<file path="config.mk">
export PLATFORM = sky130hd
export DESIGN_NAME = nib_track_sched
export DESIGN_NICKNAME = d
export VERILOG_FILES = /design/src/rtl/apple2_disk_pkg.sv /design/src/rtl/sd_burst_seq.sv /design/src/rtl/nib_track_sched.sv
export SDC_FILE = /design/constraint.sdc
export NUM_CORES = 1
export LEC_CHECK = 0
export CAP_MARGIN = 20
export CORE_MARGIN = 3
export CORE_UTILIZATION = 45
export DETAILED_ROUTE_END_ITERATION = 12
export PLACE_DENSITY = 0.84
export SETUP_SLACK_MARGIN = 0.02
export SLEW_MARGIN = 20
export SYNTH_ARGS = -nofsm -noshare
export SYNTH_HDL_FRONTEND = slang
export SYNTH_SLANG_ARGS = --single-unit
</file>
<file path="constraint.sdc">
create_clock -name clk_sys -period 3.2 [get_ports clk_sys]
set_clock_uncertainty 0.05 [all_clocks]
set_input_delay 0.64 -clock clk_sys [delete_from_list [all_inputs] [get_ports clk_sys]]
set_output_delay 0.64 -clock clk_sys [all_outputs]
set_load 0.02 [all_outputs]
</file>
<file path="src/rtl/apple2_disk_pkg.sv">
// apple2_disk_pkg: shared constants, scheduler state encoding and the
// track-to-LBA helper used by the NIB track-load scheduler.
package apple2_disk_pkg;

    localparam int NIB_SECS    = 13;
    localparam int NIB_TRACK_W = 6;
    localparam int NIB_DRIVES  = 2;

    typedef enum logic [2:0] {
        IDLE,
        GRANT,
        WB,
        DONE_WB,
        RD,
        FIN
    } sched_state_t;

    // Track number times 13 as a shift-add, so no multiplier is needed.
    function automatic logic [31:0] lba_x13(input logic [31:0] t);
        return (t << 3) + (t << 2) + t;
    endfunction

endpackage

</file>
<file path="src/rtl/sd_burst_seq.sv">
// sd_burst_seq: runs one SECS-block transfer on the SD block channel.
// The request level rises on start, stays high across all blocks and drops
// on the ack rise of the last block; the burst ends on that block's ack fall.
module sd_burst_seq
    import apple2_disk_pkg::*;
#(
    parameter int SECS = NIB_SECS
) (
    input  logic        clk,
    input  logic        rst_n,
    input  logic        start_i,
    input  logic        wr_i,
    input  logic [31:0] base_lba_i,
    input  logic        ack_i,
    output logic        req_o,
    output logic        wr_o,
    output logic [31:0] lba_o,
    output logic [3:0]  buf_sec_o,
    output logic        done_o
);

    localparam logic [3:0] LAST_SEC = 4'(SECS - 1);

    logic        active_q;
    logic        req_q;
    logic        wr_q;
    logic        ack_q;
    logic [31:0] lba_q;
    logic [3:0]  sec_q;
    logic        ack_rise;
    logic        ack_fall;

    assign ack_rise = active_q & ack_i & ~ack_q;
    assign ack_fall = active_q & ~ack_i & ack_q;

    // Burst ends on the fall that follows the dropped request.
    assign done_o    = ack_fall & ~req_q;
    assign req_o     = req_q;
    assign wr_o      = wr_q;
    assign lba_o     = lba_q;
    assign buf_sec_o = sec_q;

    // Block counting: address advances on ack rise, buffer index on ack fall.
    always_ff @(posedge clk or negedge rst_n) begin
        if (!rst_n) begin
            active_q <= 1'b0;
            req_q    <= 1'b0;
            wr_q     <= 1'b0;
            ack_q    <= 1'b0;
            lba_q    <= '0;
            sec_q    <= '0;
        end else begin
            // NOTE: non-blocking assignments so every flop samples pre-edge values.
            ack_q <= ack_i;
            if (start_i) begin
                active_q <= 1'b1;
                req_q    <= 1'b1;
                wr_q     <= wr_i;
                lba_q    <= base_lba_i;
                sec_q    <= '0;
            end else begin
                if (ack_rise) begin
                    lba_q <= lba_q + 32'd1;
                    if (sec_q == LAST_SEC) begin
                        req_q <= 1'b0;
                    end
                end
                // The final fall leaves buf_sec on the last block so the
                // track RAM address never leaves the track.
                if (ack_fall) begin
                    if (req_q) begin
                        sec_q <= sec_q + 4'd1;
                    end else begin
                        active_q <= 1'b0;
                    end
                end
            end
        end
    end

endmodule

</file>
<file path="src/rtl/nib_track_sched.sv">
// nib_track_sched: arbitrates the single SD block channel between the two
// emulated Disk II drives and loads (and optionally flushes) whole NIB tracks.
// Write-back of dirty track buffers is built only when NIB_WRITEBACK_EN is
// defined; otherwise the block is read-only.
module nib_track_sched
    import apple2_disk_pkg::*;
#(
    parameter int SECS    = NIB_SECS,
    parameter int TRACK_W = NIB_TRACK_W
) (
    input  logic                 clk_sys,
    input  logic                 reset_n,
    input  logic [2*TRACK_W-1:0] track,
    input  logic [1:0]           img_mounted,
    input  logic [1:0]           img_present,
    input  logic [1:0]           dirty,
    output logic [1:0]           dirty_clr,
    output logic [31:0]          sd_lba,
    output logic [1:0]           sd_rd,
    output logic [1:0]           sd_wr,
    input  logic [1:0]           sd_ack,
    output logic                 buf_drive,
    output logic [3:0]           buf_sec,
    output logic                 cpu_wait,
    output logic                 busy
);

    sched_state_t          state_q;
    logic                  drv_q;
    logic                  last_q;
    logic                  busy_q;
    logic [TRACK_W-1:0]    tgt_q;
    logic [TRACK_W-1:0]    res_track_q [NIB_DRIVES];
    logic [1:0]            res_valid_q;
    logic [1:0]            mnt_pend_q;

    logic [TRACK_W-1:0]    trk [NIB_DRIVES];
    logic [1:0]            pend;
    logic                  sel_drv;
    logic                  wb_go;
    logic                  burst_start;
    logic                  burst_wr_d;
    logic [TRACK_W-1:0]    lba_track;
    logic [31:0]           base_lba;
    logic                  burst_req;
    logic                  burst_wr;
    logic                  burst_done;
    logic [1:0]            drv_vec;

    function automatic logic [31:0] track_lba(input logic [TRACK_W-1:0] t);
        logic [31:0] t32;
        t32 = {{(32-TRACK_W){1'b0}}, t};
        if (SECS == 13) begin
            return lba_x13(t32);
        end
        return t32 * 32'(SECS);
    endfunction

    // Per-drive pending: image present and its buffer not holding the wanted track.
    always_comb begin
        for (int d = 0; d < NIB_DRIVES; d++) begin
            trk[d]  = track[d*TRACK_W +: TRACK_W];
            pend[d] = img_present[d] &
                      (mnt_pend_q[d] | ~res_valid_q[d] | (trk[d] != res_track_q[d]));
        end
    end

    // Round-robin: on contention favour the drive not served last.
    assign sel_drv = (pend == 2'b11) ? ~last_q : pend[1];
    assign drv_vec = drv_q ? 2'b10 : 2'b01;

`ifdef NIB_WRITEBACK_EN
    // A fresh mount discards the old buffer, so it is never written back.
    assign wb_go = dirty[drv_q] & res_valid_q[drv_q] & ~mnt_pend_q[drv_q];
`else
    assign wb_go = 1'b0;
    logic unused_dirty;
    assign unused_dirty = ^dirty;
`endif

    // Burst launch: write-back or read from GRANT, the follow-up read from DONE_WB.
    always_comb begin
        // NOTE: defaults first so no path leaves these unassigned and infers a latch.
        burst_start = 1'b0;
        burst_wr_d  = 1'b0;
        lba_track   = tgt_q;
        if (state_q == GRANT && img_present[drv_q]) begin
            burst_start = 1'b1;
            burst_wr_d  = wb_go;
            lba_track   = wb_go ? res_track_q[drv_q] : trk[drv_q];
        end else if (state_q == DONE_WB) begin
            burst_start = 1'b1;
        end
    end

    assign base_lba = track_lba(lba_track);

    sd_burst_seq #(
        .SECS(SECS)
    ) u_burst (
        .clk        (clk_sys),
        .rst_n      (reset_n),
        .start_i    (burst_start),
        .wr_i       (burst_wr_d),
        .base_lba_i (base_lba),
        .ack_i      (sd_ack[drv_q]),
        .req_o      (burst_req),
        .wr_o       (burst_wr),
        .lba_o      (sd_lba),
        .buf_sec_o  (buf_sec),
        .done_o     (burst_done)
    );

    // Scheduler FSM: grant, optional write-back, read, then commit in FIN.
    always_ff @(posedge clk_sys or negedge reset_n) begin
        if (!reset_n) begin
            state_q <= IDLE;
            drv_q   <= 1'b0;
            last_q  <= 1'b0;
            busy_q  <= 1'b0;
            tgt_q   <= '0;
        end else begin
            case (state_q)
                IDLE: begin
                    if (|pend) begin
                        drv_q   <= sel_drv;
                        last_q  <= sel_drv;
                        busy_q  <= 1'b1;
                        state_q <= GRANT;
                    end
                end
                GRANT: begin
                    if (!img_present[drv_q]) begin
                        busy_q  <= 1'b0;
                        state_q <= IDLE;
                    end else begin
                        tgt_q   <= trk[drv_q];
                        state_q <= wb_go ? WB : RD;
                    end
                end
`ifdef NIB_WRITEBACK_EN
                WB: begin
                    if (burst_done) begin
                        state_q <= DONE_WB;
                    end
                end
                DONE_WB: begin
                    state_q <= RD;
                end
`endif
                RD: begin
                    if (burst_done) begin
                        state_q <= FIN;
                    end
                end
                FIN: begin
                    busy_q  <= 1'b0;
                    state_q <= IDLE;
                end
                default: begin
                    busy_q  <= 1'b0;
                    state_q <= IDLE;
                end
            endcase
        end
    end

    // Per-drive residency and mount tracking; later assignments take priority.
    always_ff @(posedge clk_sys or negedge reset_n) begin
        if (!reset_n) begin
            // NOTE: only two small per-drive registers, not a RAM, so resetting them is cheap and required.
            for (int d = 0; d < NIB_DRIVES; d++) begin
                res_track_q[d] <= '0;
            end
            res_valid_q <= '0;
            mnt_pend_q  <= '0;
        end else begin
            for (int d = 0; d < NIB_DRIVES; d++) begin
                if (state_q == GRANT && drv_q == 1'(d)) begin
                    mnt_pend_q[d] <= 1'b0;
                end
                if (img_mounted[d]) begin
                    mnt_pend_q[d] <= 1'b1;
                end
                if (state_q == FIN && drv_q == 1'(d)) begin
                    res_track_q[d] <= tgt_q;
                    res_valid_q[d] <= 1'b1;
                end
                if (!img_present[d]) begin
                    mnt_pend_q[d]  <= 1'b0;
                    res_valid_q[d] <= 1'b0;
                end
            end
        end
    end

`ifdef NIB_WRITEBACK_EN
    logic [1:0] dirty_clr_q;

    // One-cycle write-back completion pulse, high while in DONE_WB.
    always_ff @(posedge clk_sys or negedge reset_n) begin
        if (!reset_n) begin
            dirty_clr_q <= '0;
        end else begin
            dirty_clr_q <= (state_q == WB && burst_done) ? drv_vec : 2'b00;
        end
    end

    assign dirty_clr = dirty_clr_q;
    assign sd_wr     = (burst_req & burst_wr) ? drv_vec : 2'b00;
`else
    assign dirty_clr = 2'b00;
    assign sd_wr     = 2'b00;
`endif

    assign sd_rd     = (burst_req & ~burst_wr) ? drv_vec : 2'b00;
    assign buf_drive = drv_q;
    assign cpu_wait  = busy_q;
    assign busy      = busy_q;

endmodule

</file>
## Word-level counts from Yosys, hierarchy flattened

Cells that the tools add are included.

| storage, ports and cells | value |
|---|---|
| register bits | 66 |
| bits of input ports | 22 |
| output and inout port bits | 45 |

| operators by class | value |
|---|---|
| add/subtract/negate cells | 4 |
| order comparisons | 2 |
| equal/unequal tests | 16 |
| multiplexer cells | 41 |
| bitwise gates (word level) | 19 |
| reduce and logical (&&, ||, !) cells | 18 |

Operator list:

| cell | number |
|---|---|
| $mux 32 | 2 |
| $add 32x1->32 const B | 1 |
| $mux 1 | 25 |
| $mux 6 | 4 |
| $mux 4 | 3 |
| $ne 6x6->1 | 2 |
| $reduce_and 2->1 | 6 |
| $add 10x6->11 | 1 |
| $add 9x8->10 | 1 |
| $mux 3 | 3 |
| $pmux 3 s3 | 1 |
| $ne 2x2->1 const B | 4 |
| $reduce_bool 2->1 | 4 |
| $and 1x1->1 | 7 |
| $not 1->1 | 7 |
| $eq 3x3->1 const B | 2 |
| $ne 3x2->1 const B | 2 |
| $logic_and 1x1->1 | 5 |
| $add 4x1->4 const B | 1 |
| $eq 4x4->1 const B | 1 |
| $mux 2 | 2 |
| $ne 2x1->1 const B | 2 |
| $or 1x1->1 | 4 |
| $eq 3x1->1 const B | 1 |
| other kinds (9) | 9 |

## Logic depth before layout (Yosys ltp)

| logic depth | value |
|---|---|
| depth in word-level cells | 8 |
| depth in mapped cells | 16 |

## Cells and area by module

A second synthesis with hierarchy kept.

| unflattened totals | value |
|---|---|
| cell total of the unflattened synthesis | 420 |
| area total of the unflattened synthesis | 4,005.1 um^2 |

By module, submodules not included:

| module | times used | cells an instance | area each (um^2) |
|---|---|---|---|
| sd_burst_seq | 1 | 259 | 2,288.4 |
| nib_track_sched | 1 | 161 | 1,716.6 |

## Worst setup path before layout

OpenSTA, ideal clock, no wires.

| path | value |
|---|---|
| kind | register -> register |
| from | reg last_q (netlist name) |
| to | reg u_burst.lba_q[9] (netlist: u_burst.lba_o[9]) |
| setup time | 0.136 ns |
| arrival | 3.265 ns |
| required time | 3.014 ns |
| slack | -0.252 ns |
| cell stages (with the launch flop) | 15 |
| path buffers | 3 |
| cells stage by stage | dfrtp_1 > buf_6 > mux2i_1 > or2_2 > clkbuf_1 > clkbuf_1 > nand2_1 > o21ai_0 > fa_1 > ha_1 > nor2b_1 > o21ai_0 > nand2b_1 > a211oi_1 > a21oi_1 |

RTL lines:

| what | RTL line | source |
|---|---|---|
| end signal: assignment | sd_burst_seq.sv:59 | `lba_q <= base_lba_i;` |
| end signal: assignment | sd_burst_seq.sv:63 | `lba_q <= lba_q + 32'd1;` |
| end: declaration | sd_burst_seq.sv:28 | `logic [31:0] lba_q;` |

## Worst setup path in the final report

| path | value |
|---|---|
| from | in track[8] |
| to | reg u_burst.lba_q[8] (netlist: u_burst.lba_o[8]) |

| on the way | value |
|---|---|
| word-level cells in the longest chain between the ends | 7 |

Ends and longest elaborated chain:

| what | RTL line | source |
|---|---|---|
| start: declaration | nib_track_sched.sv:13 | `input logic [2*TRACK_W-1:0] track,` |
| $mux 6 (not written as such) * (3 in series) | nib_track_sched.sv:90 | `lba_track = wb_go ? res_track_q[drv_q] : trk[drv_q];` |
| $mux 6 * | nib_track_sched.sv:87 | `if (state_q == GRANT && img_present[drv_q]) begin` |
| $add 9x8->10 | apple2_disk_pkg.sv:20 | `return (t << 3) + (t << 2) + t;` |
| $add 10x6->11 * | apple2_disk_pkg.sv:20 |  |
| $mux 32 * | sd_burst_seq.sv:55 | `if (start_i) begin` |

Mark *: on every way between the ends. The rest lies on a longest branch, timed or not. The select of a mux whose other input is x is not followed.
A chain may end at the register's enable or synchronous reset.

==> flow_summary_export.csv <==
group,metric,value,unit
timing,tightest_slew,0.598,ns
setup_path,reg2reg_depth,14,
clock_network,numCtsBuffers,9,
timing,slew_headroom,59.8,%
floorplanning,num_rows,32,
yosys,synthFlopType,"dfrtp_1",
power_and_ir_drop,p_per_area,1050,mW/mm²
finish,antenna_cells,0,
power_and_ir_drop,ir_drop,0.550,mV
global_routing,grt_use_total,18.8,%
yosys,synth_top_area_share,44.0,%
timing,fin_crit_sh,95.3,%
floorplanning,io_pins,67,
yosys,yosysSeqAreaShare,44.0,%
floorplanning,start_util,47.1,%
setup_path,crit_path_max_fanout,3,
clock_network,root_buffer,"clkbuf_8",
clock_network,h-tree-depth,3,
yosys,async_flop_share,100,%
yosys,syn-cell-area,0.00370,mm²
clock_network,clock_sinks,65,
setup_path,rr_endpoint,"u_burst.lba_o[8]",
floorplanning,coreArea,0.00785,mm²
yosys,synth_cells,366,
global_routing,grt_first_pass_wirelength,14.7,mm
setup_path,ff2ff_setup_slack,0.17,ns
clock_network,ctsLongestPathBuffers,2,
finish,area_growth,32.6,%
flow_run,max_cap_viol_count,0,
timing,final.setup.tns,0,ns
clock_network,postCtsHoldBufs,0,
detailed_routing,avgViaCountPerCell,5.46,
yosys,synth_top_cell_by_area,"dfrtp_1",
yosys,yosysWarnings,0,
min_path,min_path_type,"input port to asynchronous set/reset pin",
finish,final_util,62.5,%
setup_path,crit_type,"input port to register",
finish,stdcell_area,0.00490,mm²
yosys,synth_edf_count,0,
outcome,status,"completed",
floorplanning,die_h,96.6,µm
place,dp_cells,545,
detailed_routing,vias,3087,
setup_path,arrival,3.22,ns
detailed_routing,drt_iter0_markers,128,
detailed_routing,antenna_left,0,
setup_path,r2r-start,"state_q[2]",
finish,final_cells,565,
yosys,synth-seq-cells,65,
detailed_routing,finalWirelength,8.93,mm
timing,final-hold-violation-count,0,
floorplanning,die_width,96.6,µm
detailed_routing,wl_per_cell,15.8,µm
yosys,syn_area_per_cell,10.1,µm²
yosys,synthTopCellsByCount,"dfrtp_1, xor2_1, nor2_1, nand2_1, nand3_1",
setup_path,cp-end-kind,"register",
yosys,yosysMostFrequentCell,"dfrtp_1",
yosys,yosysUniqueCellTypes,47,
place,hpwlAfterDp,6.40,mm
clock_network,cts_tree,"yes",
timing,slew_viol_final,0,
timing,period_needed,3.05,ns
place,placed_area,0.00458,mm²
clock_network,clock_latency,0.34,ns
global_routing,grt_max_degree,35,
clock_network,clk_pin_slew_worst_paths,0.07,ns
detailed_routing,firstDrtPassIters,4,
timing,setup_viol,0,
place,port-buffer-count,60,
timing,fmaxAchievable,328,MHz
global_routing,antenna_found_initial,0,
global_routing,first_global_vias,3218,
timing,whs,0.152,ns
power_and_ir_drop,p_leak,2.18,nW
place,finalWeightedCongestion,0.943,
setup_path,required,3.37,ns
setup_path,start_kind,"input port",
finish,drive_gt1_share,18.8,%
floorplanning,dieArea,0.00934,mm²
detailed_routing,drc,0,
yosys,synthTopCellsByArea,"dfrtp_1, xor2_1, ha_1",
finish,fin_nets,497,
global_routing,grt_overflow_total,0,
[repair_timing]
| action | in CTS | in global routing |
|---|---|---|
| pin swaps | 1 | 12 |
| cloned | 0 | 0 |
| endpoints found under the hold margin | 0 | 0 |
| resized for setup | 6 | 14 |
| setup buffers | 0 | 4 |
| endpoints found under the setup margin | 3 | 4 |
[layout make-up]
class | count | area [µm²]
clock buffer | 14 | 173
clock inverter | 2 | 35.0
fill | 598 | 2950
inverter | 13 | 48.8
multi-input combinational | 272 | 2010
sequential | 65 | 1630
tap | 102 | 128
timing repair buffer | 97 | 878
[worst max-delay path, stage by stage]
cell and delay [ns]:
clkdlybuf4s50_1 0.44, mux2i_1 0.32, nor2_4 0.05, a21oi_2 0.14
buf_4 0.14, xnor2_1 0.07, ha_1 0.19, o21bai_1 0.16
ha_1 0.36, o21ai_0 0.19, o21bai_1 0.09, a21oi_1 0.17
xor2_1 0.19, o21ai_1 0.08
[routing by layer]
metal / vias up / wire [µm] / global-route usage [%]
li1: 1450 / - / -
met1: 1535 / 3750 / 23.5
met2: 80 / 4660 / 31.9
met3: 22 / 294 / 3.24
met4: 0 / 225 / 8.53
met5: - / 0 / 0
[layout by cell type (no fill, tap or decap), types with 3 or more instances in the layout]
master,instances
dfrtp_1,64
clkdlybuf4s50_1,57
buf_4,37
xor2_1,30
nor2_1,26
nand2_1,25
nand3_1,19
xnor2_1,16
nand4_1,14
a21oi_1,13
inv_1,12
o21ai_0,12
mux2_2,12
ha_1,12
clkbuf_8,12
mux2i_1,9
or3_1,9
and3_1,8
o21ai_1,6
nor4_1,4
conb_1,4
nand2b_1,3
a21o_1,3
nor2b_1,3
nor3_1,3
and4_1,3
o21a_1,3
ha_4,3
[metrics by stage]
| step | worst slack [ns] | total power (W) |
|---|---|---|
| CTS | 0.0208 | 0.00473 |
| floorplan | 0.0342 | 0.00293 |
| global route | -0.0276 | 0.00553 |
| detailed placement | -0.459 | 0.00394 |
| global placement | -0.375 | 0.00383 |
| finish | 0.151 | 0.00514 |
[state kept, by name, summed over array words and instances, names as in the netlist]
signal,count
res_valid_q,2
u_burst.ack_q,1
state_q,2
u_burst.req_o,1
u_burst.active_q,1
res_track_q,12
last_q,1
tgt_q,6
busy,1
u_burst.buf_sec_o,4
u_burst.lba_o,32
mnt_pend_q,2
[where the power goes]
part           internal, W  leakage [nW]  total [W]  switching [W]
clock network     0.000423         0.107   0.000719       0.000296
registers          0.00106         0.824    0.00132       0.000262
logic              0.00158          1.25    0.00310        0.00151
total              0.00307          2.18    0.00514        0.00207
[cells by family (layout without fill, tap and decap cells)]
kind of cell | after synthesis | after routing | synth area share [%]
AND/OR/NAND/NOR | 130 | 130 | 19.4
flip-flops | 65 | 65 | 44.0
AO/OA/AOI/OAI | 52 | 52 | 8.33
XOR/XNOR | 46 | 46 | 10.9
buffers and inverters | 32 | 126 | 4.16
multiplexers | 23 | 23 | 6.97
adder cells (fa/ha/maj) | 17 | 17 | 6.16
other | 1 | 4 | 0.101
[how the worst max path moves through the flow]
stage                         from               end  slack (ns)  cells past startpoint
floorplan           img_present[1]  u_burst.lba_o[9]        0.03                     13
global placement    img_present[1]  u_burst.lba_o[8]       -0.37                     14
detailed placement  img_present[1]  u_burst.lba_o[9]       -0.46                     12
CTS                 img_present[1]  u_burst.lba_o[9]        0.02                     12
global route                last_q  u_burst.lba_o[9]       -0.03                     14
finish                    track[8]  u_burst.lba_o[8]        0.15                     14
(Power assumes the default switching activity.)
